==> src/rtl/seq_mul_pkg.sv <==
// ============================================================================
// Module      : seq_mul_pkg
// Description : Shared types and parameter checks for the sequential multiplier.
// Revision    : 1.0 - initial release
// ============================================================================
`default_nettype none

package seq_mul_pkg;

    localparam int MIN_WIDTH = 2;
    localparam int MAX_WIDTH = 64;

    typedef enum logic [0:0] {
        IDLE = 1'b0,
        BUSY = 1'b1
    } state_t;

    function automatic bit width_ok(input int w);
        return (w >= MIN_WIDTH) && (w <= MAX_WIDTH);
    endfunction

endpackage

`default_nettype wire

==> src/rtl/seq_multiplier_if.sv <==
// ============================================================================
// Module      : seq_multiplier_if
// Description : Operand/result handshake bundle for seq_multiplier.
// Revision    : 1.0 - initial release
// ============================================================================
`default_nettype none

interface seq_multiplier_if #(
    parameter int WIDTH = 32
);
    logic                 start;
    logic [WIDTH-1:0]     a;
    logic [WIDTH-1:0]     b;
    logic                 is_signed;
    logic [2*WIDTH-1:0]   p;
    logic                 busy;
    logic                 finish;

    modport master (output start, a, b, is_signed, input  p, busy, finish);
    modport slave  (input  start, a, b, is_signed, output p, busy, finish);
endinterface

`default_nettype wire

==> src/rtl/seq_mul_datapath.sv <==
// ============================================================================
// Module      : seq_mul_datapath
// Description : Shift-add accumulator, multiplier register and step counter.
// Revision    : 1.0 - initial release
// ============================================================================
`default_nettype none

module seq_mul_datapath
    import seq_mul_pkg::*;
#(
    parameter int WIDTH = 32,
    parameter int CNT_W = $clog2(WIDTH + 1)
) (
    input  wire logic                 clk,
    input  wire logic                 rst_n,
    input  wire logic                 i_load,
    input  wire logic                 i_step,
    input  wire logic [WIDTH-1:0]     i_a,
    input  wire logic [WIDTH-1:0]     i_b,
    input  wire logic                 i_is_signed,
    output logic      [2*WIDTH-1:0]   o_prod,
    output logic                      o_last
);

    logic [WIDTH:0]   r_acc;
    logic [WIDTH:0]   r_aext;
    logic [WIDTH-1:0] r_mreg;
    logic             r_signed;
    logic [CNT_W-1:0] r_cnt;

    logic             w_sub;
    logic             w_shin;
    logic [WIDTH:0]   w_sum;
    logic [WIDTH:0]   w_acc_nxt;
    logic [WIDTH-1:0] w_mreg_nxt;

    always_comb begin
        w_sub = r_signed && (r_cnt == CNT_W'(1));
        w_sum = r_acc;
        if (r_mreg[0]) begin
            w_sum = w_sub ? (r_acc - r_aext) : (r_acc + r_aext);
        end
        // In unsigned mode bit WIDTH is a carry, not a sign, so shift in zero.
        w_shin     = r_signed ? w_sum[WIDTH] : 1'b0;
        w_acc_nxt  = {w_shin, w_sum[WIDTH:1]};
        w_mreg_nxt = {w_sum[0], r_mreg[WIDTH-1:1]};
    end

    assign o_prod = {w_acc_nxt[WIDTH-1:0], w_mreg_nxt};
    assign o_last = (r_cnt == CNT_W'(1));

    always_ff @(posedge clk or negedge rst_n) begin
        if (!rst_n) begin
            r_acc    <= '0;
            r_aext   <= '0;
            r_mreg   <= '0;
            r_signed <= 1'b0;
            r_cnt    <= '0;
        end else if (i_load) begin
            r_acc    <= '0;
            r_aext   <= {i_is_signed & i_a[WIDTH-1], i_a};
            r_mreg   <= i_b;
            r_signed <= i_is_signed;
            r_cnt    <= CNT_W'(WIDTH);
        end else if (i_step) begin
            r_acc    <= w_acc_nxt;
            r_mreg   <= w_mreg_nxt;
            r_cnt    <= r_cnt - CNT_W'(1);
        end
    end

endmodule

`default_nettype wire

==> src/rtl/seq_multiplier.sv <==
// ============================================================================
// Module      : seq_multiplier
// Description : WIDTH-cycle shift-add multiplier with start/busy/finish handshake.
// Revision    : 1.0 - initial release
// ============================================================================
`default_nettype none

module seq_multiplier
    import seq_mul_pkg::*;
#(
    parameter int WIDTH = 32,
    localparam int CNT_W = $clog2(WIDTH + 1)
) (
    input  wire logic        clk,
    input  wire logic        rst_n,
    seq_multiplier_if.slave  bus
);

    generate
        if (!width_ok(WIDTH)) begin : g_width_check
            $error("seq_multiplier: WIDTH out of range");
        end
    endgenerate

    state_t             r_state;
    logic               r_busy;
    logic               r_finish;
    logic [2*WIDTH-1:0] r_p;

    logic               w_load;
    logic               w_step;
    logic               w_last;
    logic [2*WIDTH-1:0] w_prod;

    assign w_load = (r_state == IDLE) && bus.start;
    assign w_step = (r_state == BUSY);

    seq_mul_datapath #(
        .WIDTH (WIDTH),
        .CNT_W (CNT_W)
    ) u_datapath (
        .clk         (clk),
        .rst_n       (rst_n),
        .i_load      (w_load),
        .i_step      (w_step),
        .i_a         (bus.a),
        .i_b         (bus.b),
        .i_is_signed (bus.is_signed),
        .o_prod      (w_prod),
        .o_last      (w_last)
    );

    always_ff @(posedge clk or negedge rst_n) begin
        if (!rst_n) begin
            r_state  <= IDLE;
            r_busy   <= 1'b0;
            r_finish <= 1'b0;
            r_p      <= '0;
        end else begin
            r_finish <= 1'b0;
            case (r_state)
                IDLE: begin
                    if (bus.start) begin
                        r_state <= BUSY;
                        r_busy  <= 1'b1;
                    end
                end
                BUSY: begin
                    if (w_last) begin
                        r_p      <= w_prod;
                        r_finish <= 1'b1;
                        r_busy   <= 1'b0;
                        r_state  <= IDLE;
                    end
                end
                default: r_state <= IDLE;
            endcase
        end
    end

    assign bus.p      = r_p;
    assign bus.busy   = r_busy;
    assign bus.finish = r_finish;

endmodule

`default_nettype wire
==> src/flat_wrapper.sv <==
// flat-port wrapper written by rule: the top's interface ports become plain ports
module seq_multiplier_flat import seq_mul_pkg::*;
#(
    parameter int WIDTH = 32,
    localparam int CNT_W = $clog2(WIDTH + 1)
)
  (clk, rst_n, bus_start, bus_a, bus_b, bus_is_signed, bus_p, bus_busy, bus_finish);
  seq_multiplier_if #(.WIDTH(WIDTH)) bus_i ();
  input  wire logic clk;
  input  wire logic rst_n;
  input wire logic [$bits(bus_i.start)-1:0] bus_start;
  input wire logic [$bits(bus_i.a)-1:0] bus_a;
  input wire logic [$bits(bus_i.b)-1:0] bus_b;
  input wire logic [$bits(bus_i.is_signed)-1:0] bus_is_signed;
  output wire logic [$bits(bus_i.p)-1:0] bus_p;
  output wire logic [$bits(bus_i.busy)-1:0] bus_busy;
  output wire logic [$bits(bus_i.finish)-1:0] bus_finish;
  assign bus_i.start = bus_start;
  assign bus_i.a = bus_a;
  assign bus_i.b = bus_b;
  assign bus_i.is_signed = bus_is_signed;
  assign bus_p = bus_i.p;
  assign bus_busy = bus_i.busy;
  assign bus_finish = bus_i.finish;
  seq_multiplier #(.WIDTH(WIDTH)) u_core (.clk(clk), .rst_n(rst_n), .bus(bus_i));
endmodule
==> config.mk <==
export PLATFORM = sky130hd
export DESIGN_NAME = seq_multiplier_flat
export DESIGN_NICKNAME = d
export VERILOG_FILES = /design/src/rtl/seq_mul_pkg.sv /design/src/rtl/seq_multiplier_if.sv /design/src/rtl/seq_mul_datapath.sv /design/src/rtl/seq_multiplier.sv /design/src/flat_wrapper.sv
export SDC_FILE = /design/constraint.sdc
export NUM_CORES = 1
export LEC_CHECK = 0
export BUFFER_PORTS_ARGS = -buffer_cell sky130_fd_sc_hd__buf_2
export CAP_MARGIN = 30
export CORE_UTILIZATION = 58
export DETAILED_ROUTE_END_ITERATION = 8
export PLACE_DENSITY = 0.88
export REMOVE_ABC_BUFFERS = 1
export SETUP_SLACK_MARGIN = 0.15
export SLEW_MARGIN = 20
export SYNTH_ARGS = -nofsm -noshare
export SYNTH_HDL_FRONTEND = slang
export SYNTH_SLANG_ARGS = --single-unit
==> constraint.sdc <==
create_clock -name clk -period 5.3 [get_ports clk]
set_input_delay 0.265 -clock clk [delete_from_list [all_inputs] [get_ports clk]]
set_output_delay 0.265 -clock clk [all_outputs]
set_load 0.01 [all_outputs]
# Yosys cells after proc, flatten, opt, wreduce, memory -nomap -nowiden
# Cells that the tools add are included.
[op_classes] addsub=3 n_mul=0 div=0 n_lt_le_gt_ge=0 eq_ne=3 shift=0 mux=17 bitwise=2 n_reduce_logical=5
[ops] op="33-bit 2-to-1 mux" n=4
[ops] op="32-bit 2-to-1 mux" n=2
[ops] op="33-bit adder" n=1
[ops] op="33-bit subtractor" n=1
[ops] op="6-bit 2-to-1 mux" n=2
[ops] op="1-bit 2-to-1 mux" n=7
[ops] op="6-bit by 1-bit == test with 1-bit output (second input constant)" n=1
[ops] op="6-bit by 1-bit subtractor with 6-bit output (second input constant)" n=1
[ops] op="2-bit inequality test (second input constant)" n=2
[ops] op="1-bit case mux with 2 select lines" n=2
[ops] op="2-bit AND reduction" n=2
[ops] op="1-bit logical AND" n=2
[ops] op="2-bit nonzero test" n=1
[ops] op="1-bit bitwise AND" n=1
[ops] op="1-bit inverter" n=1
[word_totals] register_bits=172 latch_bits=0 ram_bits=0 rom_bits=0 elab_cells=39 memories=0

# Logic depth before layout (Yosys ltp)
# Gate-level depths: netlist (run 1).
[depth] depth_word=7 depth_mapped=19 depth_no_buf=18

# Modules after synthesis
# Synthesis (run 1) repeated with hierarchy kept, for this count alone.
[hier_totals] cells_unflattened=988 area_unflattened_um2=10264.8
[by_module_without_submodules] mod="seq_mul_datapath" n_inst=1 cells_per_inst=843 area_per_inst_um2=7578.5
[by_module_without_submodules] mod="seq_multiplier" n_inst=1 cells_per_inst=145 area_per_inst_um2=2686.3

# Worst setup path after synthesis (run 1)
# No wires, ideal clock.
[synth_timing] kind="reg-to-reg" start="register u_core.u_datapath.r_aext[6]" end="register u_core.r_p[63] (netlist: u_core.bus.p[63])" setup_time_ns=0.125 t_arrival_ns=4.587 t_required_ns=5.175 slack_ns=0.589 path_stages_with_launch=19 n_path_buf=1 period_less_slack_ns=4.711 path_cell_list="dfrtp_1 -> or4_4 -> or4_1 -> or2_4 -> or4_1 -> o41ai_1 -> xor2_1 -> ha_1 -> clkbuf_1 -> a21o_1 -> a21o_1 -> a21oi_1 -> and3_1 -> a21bo_2 -> o21ai_0 -> xnor2_1 -> nand2_1 -> xnor2_2 -> mux2_2"
[synth_via] elab_chain_len=3 elab_cells_between_ends=4 classes_between="2 x add/sub; 2 x mux"
[synth_rtl] item="start: declaration" line="seq_mul_datapath.sv:26" source="logic [WIDTH:0] r_aext;"
[synth_rtl] item="start signal: assignment" line="seq_mul_datapath.sv:61" source="r_aext <= {i_is_signed & i_a[WIDTH-1], i_a};"
[synth_rtl] item="33-bit adder or 33-bit subtractor (tied branches)" line="seq_mul_datapath.sv:41" source="w_sum = w_sub ? (r_acc - r_aext) : (r_acc + r_aext);"
[synth_rtl] item="33-bit 2-to-1 mux (*)" line="seq_mul_datapath.sv:41"
[synth_rtl] item="33-bit 2-to-1 mux (*)" line="seq_mul_datapath.sv:40" source="if (r_mreg[0]) begin"
[synth_rtl] item="end signal: assignment" line="seq_multiplier.sv:70" source="r_p <= w_prod;"
[synth_rtl] item="end: declaration" line="seq_multiplier.sv:28" source="logic [2*WIDTH-1:0] r_p;"
# Mark *: on every way between the ends. The rest lies on a longest branch, timed or not.
# A chain may end at the register's enable or synchronous reset.

# Worst setup path after layout (run 1)
[layout_timing] start="register u_core.u_datapath.r_aext[5]" end="register u_core.r_p[63] (netlist: u_core.bus.p[63])"
# The elaborated chain is that of the path after synthesis.

==> summary.md, run 1 <==
| Metric | Value |
|---|---|
| Slowest CP cell | or4_4 |
| Nets | 1255 |
| Final Max Slew Viols | 0 |
| Sequential Power Share | 32.1% |
| Initial core utilization | 60.2% |
| Most common cell after layout, fill and taps aside | nand2_1 |
| Routed Antenna Nets | 0 |
| Worst Path Buf+Inv | 0 |
| Net Sw Frac | 43.9% |
| CTS tree | done |
| Reg clk slew, reported paths | 0.07 ns |
| Initial DRC count | 518 |
| Comb pwr share | 51.8% |
| Number of max-cap violations | 0 |
| Post-Syn Instances | 1026 |
| Clock skew | 0.0104 ns |
| Sequential element share of the synthesized area | 46.5% |
| Final hold slack | 0.0188 ns |
| HPWL Detailed | 15.7 mm |
| DRC violation count after routing | 0 |
| Fillers | 1126 |
| Synth unique cells | 60 |
| Total design power | 7.92 mW |
| Vias in the first global route | 7900 |
| Drt wl/cell | 16.9 um |
| CTS root buffer | clkbuf_16 |
| Crit-path cells | or4_4 -> or4_4 -> or2_4 -> or4_4 -> o31ai_4 -> nand2_1 -> xnor2_1 -> ha_1 -> a21o_1 -> a21oi_1 -> o21bai_1 -> a21o_1 -> a221oi_2 -> o21ai_1 -> xnor2_1 -> nand2_1 -> xnor2_2 -> mux2_4 |
| Relative slew slack | 37.5% |
| TritonCTS buffer count | 17 |
| CP arrival | 5.37 ns |
| RSZ-0062 raised after global routing | true |
| Crit-path leading delay family | simple AND/OR/NAND/NOR gates |
| Avg Inst Size Synth | 9.02 sq um |
| Max H-tree Level | 4 |
| Ys flop type | dfrtp_1 |
| Initial antenna violation count | 3 |
| Synthesized area | 9260 sq um |
| Setup TNS | 0 ns |
| # IOs | 134 |
| Most frequent cells in the layout | nand2_1, dfrtp_1, buf_2 |
| Reg area | 4310 sq um |
| CP startpoint kind | register |
| Multi-input logic area | 4740 sq um |
| Largest net degree at the start of global routing | 88 |
| Vias | 7965 |
| Die X | 128 um |
| Row cnt | 45 |
| Async S/R FF share, synth | 100% |
| Leak | 5.56 nW |
| Maximum root-to-sink buffer count | 2 |
| Core ar. | 15400 sq um |
| Peak VDD IR | 364 uV |
| F_max | 198 MHz |
| # setup viols final | 0 |
| Detailed Route WL | 23.2 mm |
| Synthesis-to-finish area growth | 17.2% |
| Final hold violations | 0 |
| Ratio of cells with drive above 1 in the final layout | 18.4% |
| Worst Path Class, Setup | reg2reg |
| Clock sinks | 172 |
| Cell Int Power | 4.44 mW |
| Worst-Margin Slew | 0.938 ns |
| Crit share post-route | 95.2% |
| First-pass GRT wire length | 38.4 mm |
| Status | finished clean |
| P per Cell Area | 730 nW/um^2 |
| 1st-pass router iterations | 6 |
| Vias per cell | 5.79 |
| EDFF count, synth | 0 |
| Warning count from the yosys run | 0 |
| Crit-path max FO | 5 |
| Global placer's final weighted congestion | 0.896 |
| CP peak stage delay | 0.58 ns |
| I/O Buffers | 133 |
| Post-route minimum period | 5.05 ns |
| Power share of the clock group | 16.1% |
| Data required, critical path | 5.62 ns |
| Sw power | 3.48 mW |
| Total Die Area | 16500 sq um |
| Skew-Pair Late Insertion Delay | 0.44 ns |
| Worst Hold Class | in2reg |
| #FFs+latches synth | 172 |
| Die extent in y | 128 um |
| Most frequent CP cell | or4_4 |
| Critical Path Sink Type | register |
| Total GRT Usage | 30.1% |
| Grt ovf | 0 |
[power by group through the flow]
stage | sequential (mW) | clock (mW) | combinational [mW]
2_1_floorplan | 2.52 | 0 | 2.77
6_report | 2.54 | 1.27 | 4.11
4_1_cts | 2.52 | 1.29 | 3.98
3_5_place_dp | 2.52 | 0 | 3.92
5_1_grt | 2.62 | 1.34 | 4.57
3_3_place_gp | 2.51 | 0 | 3.74
[cells in the mapped netlist, types with 2 or more instances]
master	count	share of area [%]
nand2_1	305	12
a22o_1	5	0.47
and3_1	7	0.47
mux2i_1	51	5.5
and2_1	5	0.34
o41ai_1	5	0.47
nand3b_1	15	1.2
or3_1	7	0.47
o21a_1	4	0.32
a211o_1	3	0.28
nand3_1	12	0.65
or4_1	3	0.24
nor3_1	10	0.54
a211oi_1	3	0.24
a21o_1	10	0.81
clkinv_1	2	0.081
mux2_2	7	0.85
o211ai_1	7	0.57
xor2_1	30	2.8
nand2b_1	6	0.41
xnor2_1	29	2.7
a31oi_1	6	0.41
o31ai_1	6	0.49
a221oi_1	2	0.19
nor2_1	25	1.0
dfrtp_1	172	46
inv_1	14	0.57
nor4_1	4	0.27
clkbuf_1	45	1.8
ha_1	35	4.7
buf_1	5	0.20
a21oi_1	34	1.8
o21ai_0	111	6.0
nand4_1	3	0.20
nor2b_1	4	0.27
o2111ai_1	2	0.19
o21bai_1	9	0.73
[stage by stage]
stage | setup WS (ns) | std cells | utilization (%) | cell area, sq um
after global placement | 0.273 | 1333 | 65.8 | 10100
final | 0.252 | 1376 | 70.6 | 10800
after global routing | 0.0678 | 1375 | 70.6 | 10800
after CTS | 0.167 | 1367 | 69.9 | 10700
after detailed placement | 0.206 | 1334 | 65.9 | 10100
after floorplan | 0.571 | 975 | - | 9060
[worst reg2reg max path: cells and delay by family, from the launching register on]
kind                       cells  cell delay (ns)
AOI/OAI and AO/OA              7             1.34
xor gates and xnor gates       3             0.48
adders and majority gates      1             0.36
DFF                            1             0.43
muxes                          1             0.27
and+or+nand+nor                6             2.03
[kinds of logic (layout without fill, tap and decap cells)]
kind of cell             count (synthesis)  after routing  share of synthesized area, %
AND/OR/NAND/NOR                        412            412                          19.2
AO/OA/AOI/OAI                          221            221                          14.5
flip-flops                             172            172                          46.5
buffers and inverters                   67            205                          2.76
XOR/XNOR                                60             60                          5.76
multiplexers                            58             58                          6.37
adder cells (fa/ha/maj)                 36             36                          4.95
other                                    0              1                             0
[per-layer routing]
metal	GRT usage, %	up-vias	share of wire (%)
met1	38.8	3886	43
met5	0	-	0.095
met2	48.3	261	46
li1	-	3768	-
met3	9.19	46	8.0
met4	10.5	4	2.3
[what timing repair did]
action,CTS,global route
endpoints found under the setup margin,2,9
hold buffers,1,0
hold endpoints to repair,57,0
resized for setup,0,9
setup buffers,0,8
pin swaps,1,6
[registers in the layout, indices dropped and copies added, names as in the netlist]
| register | cells |
|---|---|
| u_core.bus.busy | 1 |
| u_core.u_datapath.r_mreg | 32 |
| u_core.u_datapath.r_cnt | 6 |
| u_core.bus.finish | 1 |
| u_core.r_state | 1 |
| u_core.u_datapath.r_aext | 33 |
| u_core.bus.p | 64 |
| u_core.u_datapath.r_signed | 1 |
| u_core.u_datapath.r_acc | 33 |
[path summary, 6_finish.rpt]
kind | from | end | slack [ns] | cells past startpoint
min in group asynchronous | rst_n | u_core.bus.p[43] | 0.37 | 2
setup reg to reg | u_core.u_datapath.r_aext[5] | u_core.bus.p[63] | 0.25 | 18
hold reg to reg | u_core.bus.p[18] | u_core.bus.p[18] | 0.47 | 2
hold / removal | bus_a[6] | u_core.u_datapath.r_aext[6] | 0.02 | 3
max in group asynchronous | rst_n | u_core.bus.p[18] | 3.76 | 3
setup / recovery | u_core.u_datapath.r_aext[5] | u_core.bus.p[63] | 0.25 | 18
[layout make-up]
type	instances	share of cell area (%)
antenna	1	0.0231
clock buffer	19	4.08
clock inverter	13	1.48
inverter	16	0.554
multi-input combinational	787	43.7
sequential	172	39.7
tap	211	2.43
timing repair buffer	157	8.06
Note: power is estimated with default switching activity, not from simulation.
==> run 2: changes to the inputs <==
--- a/config.mk
+++ b/config.mk
@@ -5,13 +5,14 @@
 export SDC_FILE = /design/constraint.sdc
 export NUM_CORES = 1
 export LEC_CHECK = 0
+export ABC_AREA = 1
 export BUFFER_PORTS_ARGS = -buffer_cell sky130_fd_sc_hd__buf_2
 export CAP_MARGIN = 30
 export CORE_UTILIZATION = 58
 export DETAILED_ROUTE_END_ITERATION = 8
-export PLACE_DENSITY = 0.88
+export PLACE_DENSITY = 0.87
 export REMOVE_ABC_BUFFERS = 1
-export SETUP_SLACK_MARGIN = 0.15
+export SETUP_SLACK_MARGIN = 0.4
 export SLEW_MARGIN = 20
 export SYNTH_ARGS = -nofsm -noshare
 export SYNTH_HDL_FRONTEND = slang
==> run 2 against run 1 <==
Utilization decreased by 2.3 points. Register-to-register slack improved by 1.4 ns. Synthesized cell count increased by 29%. Sequential power decreased by 4%. Largest power group unchanged. Highest routed layer is now met4.
==> summary.md, run 2 <==
| Metric | Value |
|---|---|
| Status | finished clean |
| F_max | 272 MHz (+37%) |
| Crit-path max FO | 22 (+17) |
| Total design power | 8.81 mW (+11%) |
| Setup TNS | 0 ns (unchanged) |
| Maximum root-to-sink buffer count | 2 (unchanged) |
| Avg Inst Size Synth | 7.46 sq um (-17%) |
| P per Cell Area | 778 nW/um^2 (+6.6%) |
| Number of max-cap violations | 0 (unchanged) |
| Post-synth top area share | 43.6% (-2.9 points) |
| Drt wl/cell | 16.2 um (-4.1%) |
| Die extent in y | 132 um (+3.2%) |
| RSZ-0062 raised after global routing | false |
| Peak VDD IR | 318 uV (-13%) |
| #FFs+latches synth | 172 (unchanged) |
| Worst-Margin Slew | 0.914 ns (-0.0239 ns) |
| CP arrival | 3.98 ns (-1.39 ns) |
| N_diodes | 0 (-1) |
| Slowest CP cell | dfrtp_1 |
| Sequential element share of the synthesized area | 43.6% (-2.9 points) |
| Max H-tree Level | 4 (unchanged) |
| Crit-path cells | inv_1 -> ha_1 -> inv_1 -> nor2_1 -> nand4_1 -> buf_4 -> inv_1 -> nor2_1 -> nor2_1 -> o21ai_1 -> xor2_1 -> ha_1 -> inv_1 -> nor3_1 -> nand2_1 -> nor2_1 -> a21oi_1 -> nand2_1 -> nand3_1 -> nand3_1 -> o21ai_1 |
| DRC violation count after routing | 0 (unchanged) |
| Post-synth top area cell | dfrtp_1 |
| Synthesis-to-finish area growth | 14.8% |
| Final Max Slew Viols | 0 (unchanged) |
| PostCTS Resize Cnt | 0 (unchanged) |
| Vias per cell | 5.54 (-4.2%) |
| Hold Crit Start | bus_a[16] |
| Initial core utilization | 59.5% (-0.74 points) |
| Initial DRC count | 817 (+58%) |
| Most common cell after layout, fill and taps aside | nand2_1 |
| Row cnt | 47 (+4.4%) |
| Final hold violations | 0 (unchanged) |
| Total GRT Usage | 31.7% (+1.6 points) |
| GRT met3 Usage | 6.32% (-2.9 points) |
| Leak | 6.03 nW (+8.5%) |
| Most numerous cell in the Yosys netlist | nand2_1 |
| Async S/R FF share, synth | 100% (unchanged) |
| Data required, critical path | 5.60 ns (-0.02 ns) |
| # setup viols final | 0 (unchanged) |
| Grt ovf | 0 (unchanged) |
| 1st-pass router iterations | 5 (-1) |
| Worst Hold Class | in2reg |
| Detailed Route WL | 27.1 mm (+17%) |
| CP startpoint kind | register |
| TritonCTS buffer count | 17 (unchanged) |
| Synthesized area | 9860 sq um (+6.6%) |
| Met2 usage | 51.4% (+3.1 points) |
| R2R cell count | 21 (+3) |
| Nets | 1544 (+23%) |
| Hold Path End | u_core.u_datapath.r_aext[16] |
| Most used routing layer | met2 |
| Warning count from the yosys run | 0 (unchanged) |
| CP peak stage delay | 0.38 ns (-0.20 ns) |
| Worst r2r dst | u_core.u_datapath.r_acc[31] |
| Worst Path Class, Setup | reg2reg |
| HPWL Detailed | 19.3 mm (+23%) |
| CTS tree | done |
| Reg clk slew, reported paths | 0.08 ns (about the same) |
| Relative slew slack | 39.0% (+1.5 points) |
| Initial antenna violation count | 0 (-3) |
| Ys flop type | dfrtp_1 |
| Clock skew | 0.0181 ns (+0.00773 ns) |
| Top cells by area, synth | dfrtp_1, nand2_1, inv_1 |
| Max reg flops | 64 (unchanged) |
| Core ar. | 16600 sq um (+7.9%) |
| Top cells by count, synth | nand2_1, dfrtp_1, inv_1 |
| Vias | 9276 (+16%) |
| Ratio of cells with drive above 1 in the final layout | 14.6% (-3.8 points) |
| Post-Syn Instances | 1322 (+29%) |
| Global placer's final weighted congestion | 1.00 (+12%) |
| EDFF count, synth | 0 (unchanged) |
| I/O Buffers | 133 (unchanged) |
| Skew-Pair Late Insertion Delay | 0.45 ns (about the same) |
| GR Layer Usage met1 | 42.6% (+3.8 points) |
| RR Startpoint | u_core.u_datapath.r_cnt[1] |
| First-pass GRT wire length | 43.7 mm (+14%) |
| Total Die Area | 17500 sq um (+6.5%) |
| CTS root buffer | clkbuf_16 |
| Clock sinks | 172 (unchanged) |
| Worst Hold Depth | 3 (unchanged) |
| Post-route minimum period | 3.68 ns (-1.37 ns) |
| Crit share post-route | 69.4% (-26 points) |
| # IOs | 134 (unchanged) |
| Vias in the first global route | 8774 (+11%) |
| Routed Antenna Nets | 0 (unchanged) |
| Synth unique cells | 40 (-33%) |
| Critical Path Sink Type | register |
| Die X | 132 um (+3.2%) |
| R2R setup slack | 1.62 ns (+1.37 ns) |
| Largest net degree at the start of global routing | 111 (+26%) |
| Most frequent cells in the layout | nand2_1, dfrtp_1, inv_1 |
[run 2: cell types whose count changed after synthesis, sizes merged, moves of 27 or more]
cell / before / now
o221ai: 0 / 27
mux2i: 51 / 1
nand3: 12 / 87
nand2: 305 / 447
inv: 14 / 153
nor2: 25 / 81
[run 2: worst max-delay path: cells and delay by family (launching register included)]
kind	cells	cell delay (ns)
DFF	1	0.38
buffers and inverters	5	0.80
and+or+nand+nor	10	1.38
xor gates and xnor gates	1	0.18
adders and majority gates	2	0.53
AOI/OAI and AO/OA	3	0.27
[run 2: kinds of logic (layout without fill, tap and decap cells)]
family / Yosys count / count (layout) / share of synthesized area, %
muxes: 1 / 1 / 0.101
DFF: 172 / 172 / 43.6
adders and majority gates: 36 / 36 / 4.64
and+or+nand+nor: 659 / 659 / 27.7
xor gates and xnor gates: 41 / 41 / 3.64
buffers and inverters: 200 / 331 / 7.65
AOI/OAI and AO/OA: 213 / 213 / 12.6
[run 2: repair_timing]
item,CTS,global route
hold endpoints to repair,85,0
hold buffers,1,0
buffers inserted,0,0
[run 2: layout make-up]
| type | instances | area [sq um] |
|---|---|---|
| clock buffer | 18 | 429 |
| fill | 1392 | 5260 |
| inverter | 153 | 574 |
| sequential | 172 | 4300 |
| timing repair buffer | 146 | 785 |
| multi-input combinational | 950 | 4810 |
| tap | 220 | 275 |
| clock inverter | 14 | 149 |
[run 2: through the flow]
| stage | worst slack [ns] | instance area [sq um] | utilization (%) | hold WS [ns] | std cells |
|---|---|---|---|---|---|
| 6_report | 1.62 | 11300 | 68.3 | 0.0112 | 1673 |
| 5_1_grt | 1.24 | 11300 | 68.3 | 0.0145 | 1673 |
| 4_1_cts | 1.66 | 11300 | 68.2 | 0.00806 | 1672 |
| 3_5_place_dp | 1.70 | 10700 | 64.6 | 0.367 | 1639 |
| 3_3_place_gp | 1.80 | 10700 | 64.6 | 0.372 | 1639 |
| 2_1_floorplan | 0.831 | 9680 | - | -0.0306 | 1275 |
[run 2: where the power goes]
part           switching, mW  internal (mW)  total (mW)
Sequential             0.469           1.96        2.43
Combinational           3.31           1.83        5.14
Clock                  0.618          0.631        1.25
Total                   4.40           4.41        8.81
[run 2: worst max path at each step]
stage                               startpoint                          end  slack [ns]
floorplan                       u_core.r_state             u_core.bus.p[49]        0.83
global placement    u_core.u_datapath.r_cnt[1]  u_core.u_datapath.r_acc[31]        1.80
detailed placement  u_core.u_datapath.r_cnt[1]             u_core.bus.p[63]        1.70
CTS                 u_core.u_datapath.r_cnt[1]             u_core.bus.p[63]        1.66
global route        u_core.u_datapath.r_cnt[1]             u_core.bus.p[63]        1.24
finish              u_core.u_datapath.r_cnt[1]  u_core.u_datapath.r_acc[31]        1.62
[run 2: metal layers]
metal  share of wire [%]  vias to the layer above
met5                   0                        -
met2                  47                      347
met3                 6.8                       56
met1                  44                     4346
met4                 2.5                        0
li1                    -                     4527
==> run 3: changes to the inputs <==
==> constraint.sdc (replaced) <==
create_clock -name clk -period 3.79 [get_ports clk]
set_input_delay 0.1895 -clock clk [delete_from_list [all_inputs] [get_ports clk]]
set_output_delay 0.1895 -clock clk [all_outputs]
set_load 0.01 [all_outputs]
==> run 3 against run 2 <==
The run now ends with hold timing left. First-iteration DRC count increased by 51%. Sequential share of layout area decreased by 4.7 points. Final area increased by 14%. Register-to-register slack got worse by 1.4 ns. Clock power increased by 41%. Clock skew decreased by 0.0014 ns. Wire length increased by 25%. Combinational power increased by 81%. Critical path type unchanged. Largest power group unchanged.
==> summary.md, run 3 (synthesis results as in run 2) <==
| Metric | Value |
|---|---|
| Die extent in y | 132 um (unchanged) |
| Number of max-cap violations | 0 (unchanged) |
| R2R cell count | 21 (unchanged) |
| F_max | 277 MHz (+2.0%) |
| Initial DRC count | 1237 (+51%) |
| I/O Buffers | 133 (unchanged) |
| RSZ-0062 raised after global routing | true |
| Worst Path Class, Setup | reg2reg |
| Crit-path max FO | 5 (-77%) |
| Violated checks | hold timing |
| Hold Crit Start | bus_a[9] |
| Crit share post-route | 95.1% (+26 points) |
| # IOs | 134 (unchanged) |
| Total GRT Usage | 35.7% (+4.0 points) |
| Worst r2r dst | u_core.bus.p[57] |
| Final hold slack | -0.00553 ns (-0.0167 ns) |
| Worst Hold Class | in2reg |
| CTS tree | done |
| First-pass GRT wire length | 48.8 mm (+12%) |
| Post-route minimum period | 3.61 ns (-0.0732 ns) |
| Cell Area, Placed | 10700 sq um (+0.23%) |
| Max reg flops | 64 (unchanged) |
| CTS root buffer | clkbuf_16 |
| Skew-Pair Late Insertion Delay | 0.45 ns (about the same) |
| Initial antenna violation count | 0 (unchanged) |
| Inst Count DP | 1639 (unchanged) |
| P per Cell Area | 1130 nW/um^2 (+45%) |
| Final hold violations | 2 (+2) |
| Synthesis-to-finish area growth | 30.9% |
| RR Startpoint | u_core.u_datapath.r_aext[6] |
| Setup crit start | u_core.u_datapath.r_aext[6] |
| Finished Cell Area | 12900 sq um (+14%) |
| Nets | 1636 (+6.0%) |
| Data required, critical path | 4.11 ns (-1.49 ns) |
| Die X | 132 um (unchanged) |
| Fin cells | 1764 (+5.4%) |
| Clock sinks | 172 (unchanged) |
| Total Die Area | 17500 sq um (unchanged) |
| Core ar. | 16600 sq um (unchanged) |
| HPWL Detailed | 19.5 mm (+1.5%) |
| Max H-tree Level | 4 (unchanged) |
| Reg clk slew, reported paths | 0.07 ns (about the same) |
| Final Max Slew Viols | 0 (unchanged) |
| Most frequent cells in the layout | nand2_1, dfrtp_1, inv_1 |
| Vias per cell | 5.97 (+7.7%) |
| R2R setup slack | 0.18 ns (-1.44 ns) |
| Worst-Margin Slew | 1.02 ns (+0.104 ns) |
| CP startpoint kind | register |
| TritonCTS buffer count | 17 (unchanged) |
| Critical Path Sink Type | register |
| DRC violation count after routing | 0 (unchanged) |
| Routed Antenna Nets | 0 (unchanged) |
| Leak | 6.55 nW (+8.5%) |
| N_diodes | 0 (unchanged) |
| Vias in the first global route | 9763 (+11%) |
| Vias | 10.5k (+14%) |
| Drt wl/cell | 19.2 um (+19%) |
| Final core occ | 77.9% (+9.6 points) |
| Clock skew | 0.0167 ns (-0.00137 ns) |
| Largest net degree at the start of global routing | 111 (unchanged) |
| Relative slew slack | 32.1% (-6.9 points) |
| CP arrival | 3.93 ns (-0.05 ns) |
| Row cnt | 47 (unchanged) |
| Global placer's final weighted congestion | 0.952 (-5.2%) |
| Peak VDD IR | 557 uV (+75%) |
| Initial core utilization | 59.5% (unchanged) |
| Maximum root-to-sink buffer count | 2 (unchanged) |
| 1st-pass router iterations | 8 (+3) |
| Status | finished, violations left |
| CP endpoint | u_core.bus.p[57] |
| Detailed Route WL | 33.9 mm (+25%) |
| Ratio of cells with drive above 1 in the final layout | 25.1% (+10 points) |
| Most common cell after layout, fill and taps aside | nand2_1 |
| Grt ovf | 0 (unchanged) |
| # setup viols final | 0 (unchanged) |
[run 3: worst min path at each step]
stage | to | slack [ns] | cells past startpoint
after floorplan | u_core.bus.busy | -0.11 | 0
after global placement | u_core.bus.p[38] | 0.34 | 1
after detailed placement | u_core.bus.p[38] | 0.35 | 1
after CTS | u_core.u_datapath.r_aext[9] | 0.0007 | 3
after global routing | u_core.u_datapath.r_aext[12] | 0.02 | 3
final | u_core.u_datapath.r_aext[9] | -0.006 | 3
[run 3: metal layers]
| layer | global-route usage (%) | part of all wire (%) | vias to the layer above |
|---|---|---|---|
| met4 | 14.7 | 5.3 | 0 |
| met1 | 45.6 | 38 | 4946 |
| met2 | 59.4 | 48 | 713 |
| met3 | 7.28 | 9.3 | 186 |
| met5 | 0 | 0 | - |
| li1 | - | - | 4693 |
[run 3: where the power goes]
part           leakage, nW  internal, mW  total, mW  switching [mW]
clock network        0.278         0.937       1.76           0.821
registers             2.11          2.74       3.53           0.786
logic                 4.16          3.50       9.28            5.78
total                 6.55          7.17       14.6            7.39
[run 3: layout make-up]
cell class	count	area [sq um]
Clock buffer	19	443
Clock inverter	12	124
Fill cell	1057	3670
Inverter	153	578
Multi-Input combinational cell	950	5500
Sequential cell	172	4310
Tap cell	220	275
Timing Repair Buffer	237	1680
Timing Repair inverter	1	7.51
[run 3: what timing repair did]
item	4_1_cts	5_1_grt
gates resized for setup	11	167
setup buffers	0	31
hold buffers	60	0
hold endpoints to repair	155	0
endpoints found under the setup margin	12	55
cloned	0	2
pin swaps	0	30
[run 3: stage by stage]
stage                     setup slack, ns  power, mW  TNS, ns
after detailed placement            0.167       10.4        0
after global placement              0.293       10.3        0
final                               0.185       14.6        0
after floorplan                    -0.679       8.41   -13.07
after global routing               0.0302       15.4        0
after CTS                           0.398       12.3        0
[run 3: critical path, cell delays in order (launching register included)]
cell and delay, ns:
dfrtp_1 0.48, nor2_2 0.18, nand2_1 0.07, nor2_1 0.21, nand2_2 0.14, nor2_4 0.16, nand2_2 0.10, nor3_4 0.19
nand2_2 0.11, nand2_2 0.11, xor2_1 0.20, inv_1 0.10, ha_4 0.31, nand2_1 0.12, nor2_2 0.20, nand2_1 0.10
nor4_1 0.19, nand2_1 0.11, nand3_1 0.09, nand3_1 0.12, nand3_1 0.11, nand2_1 0.06
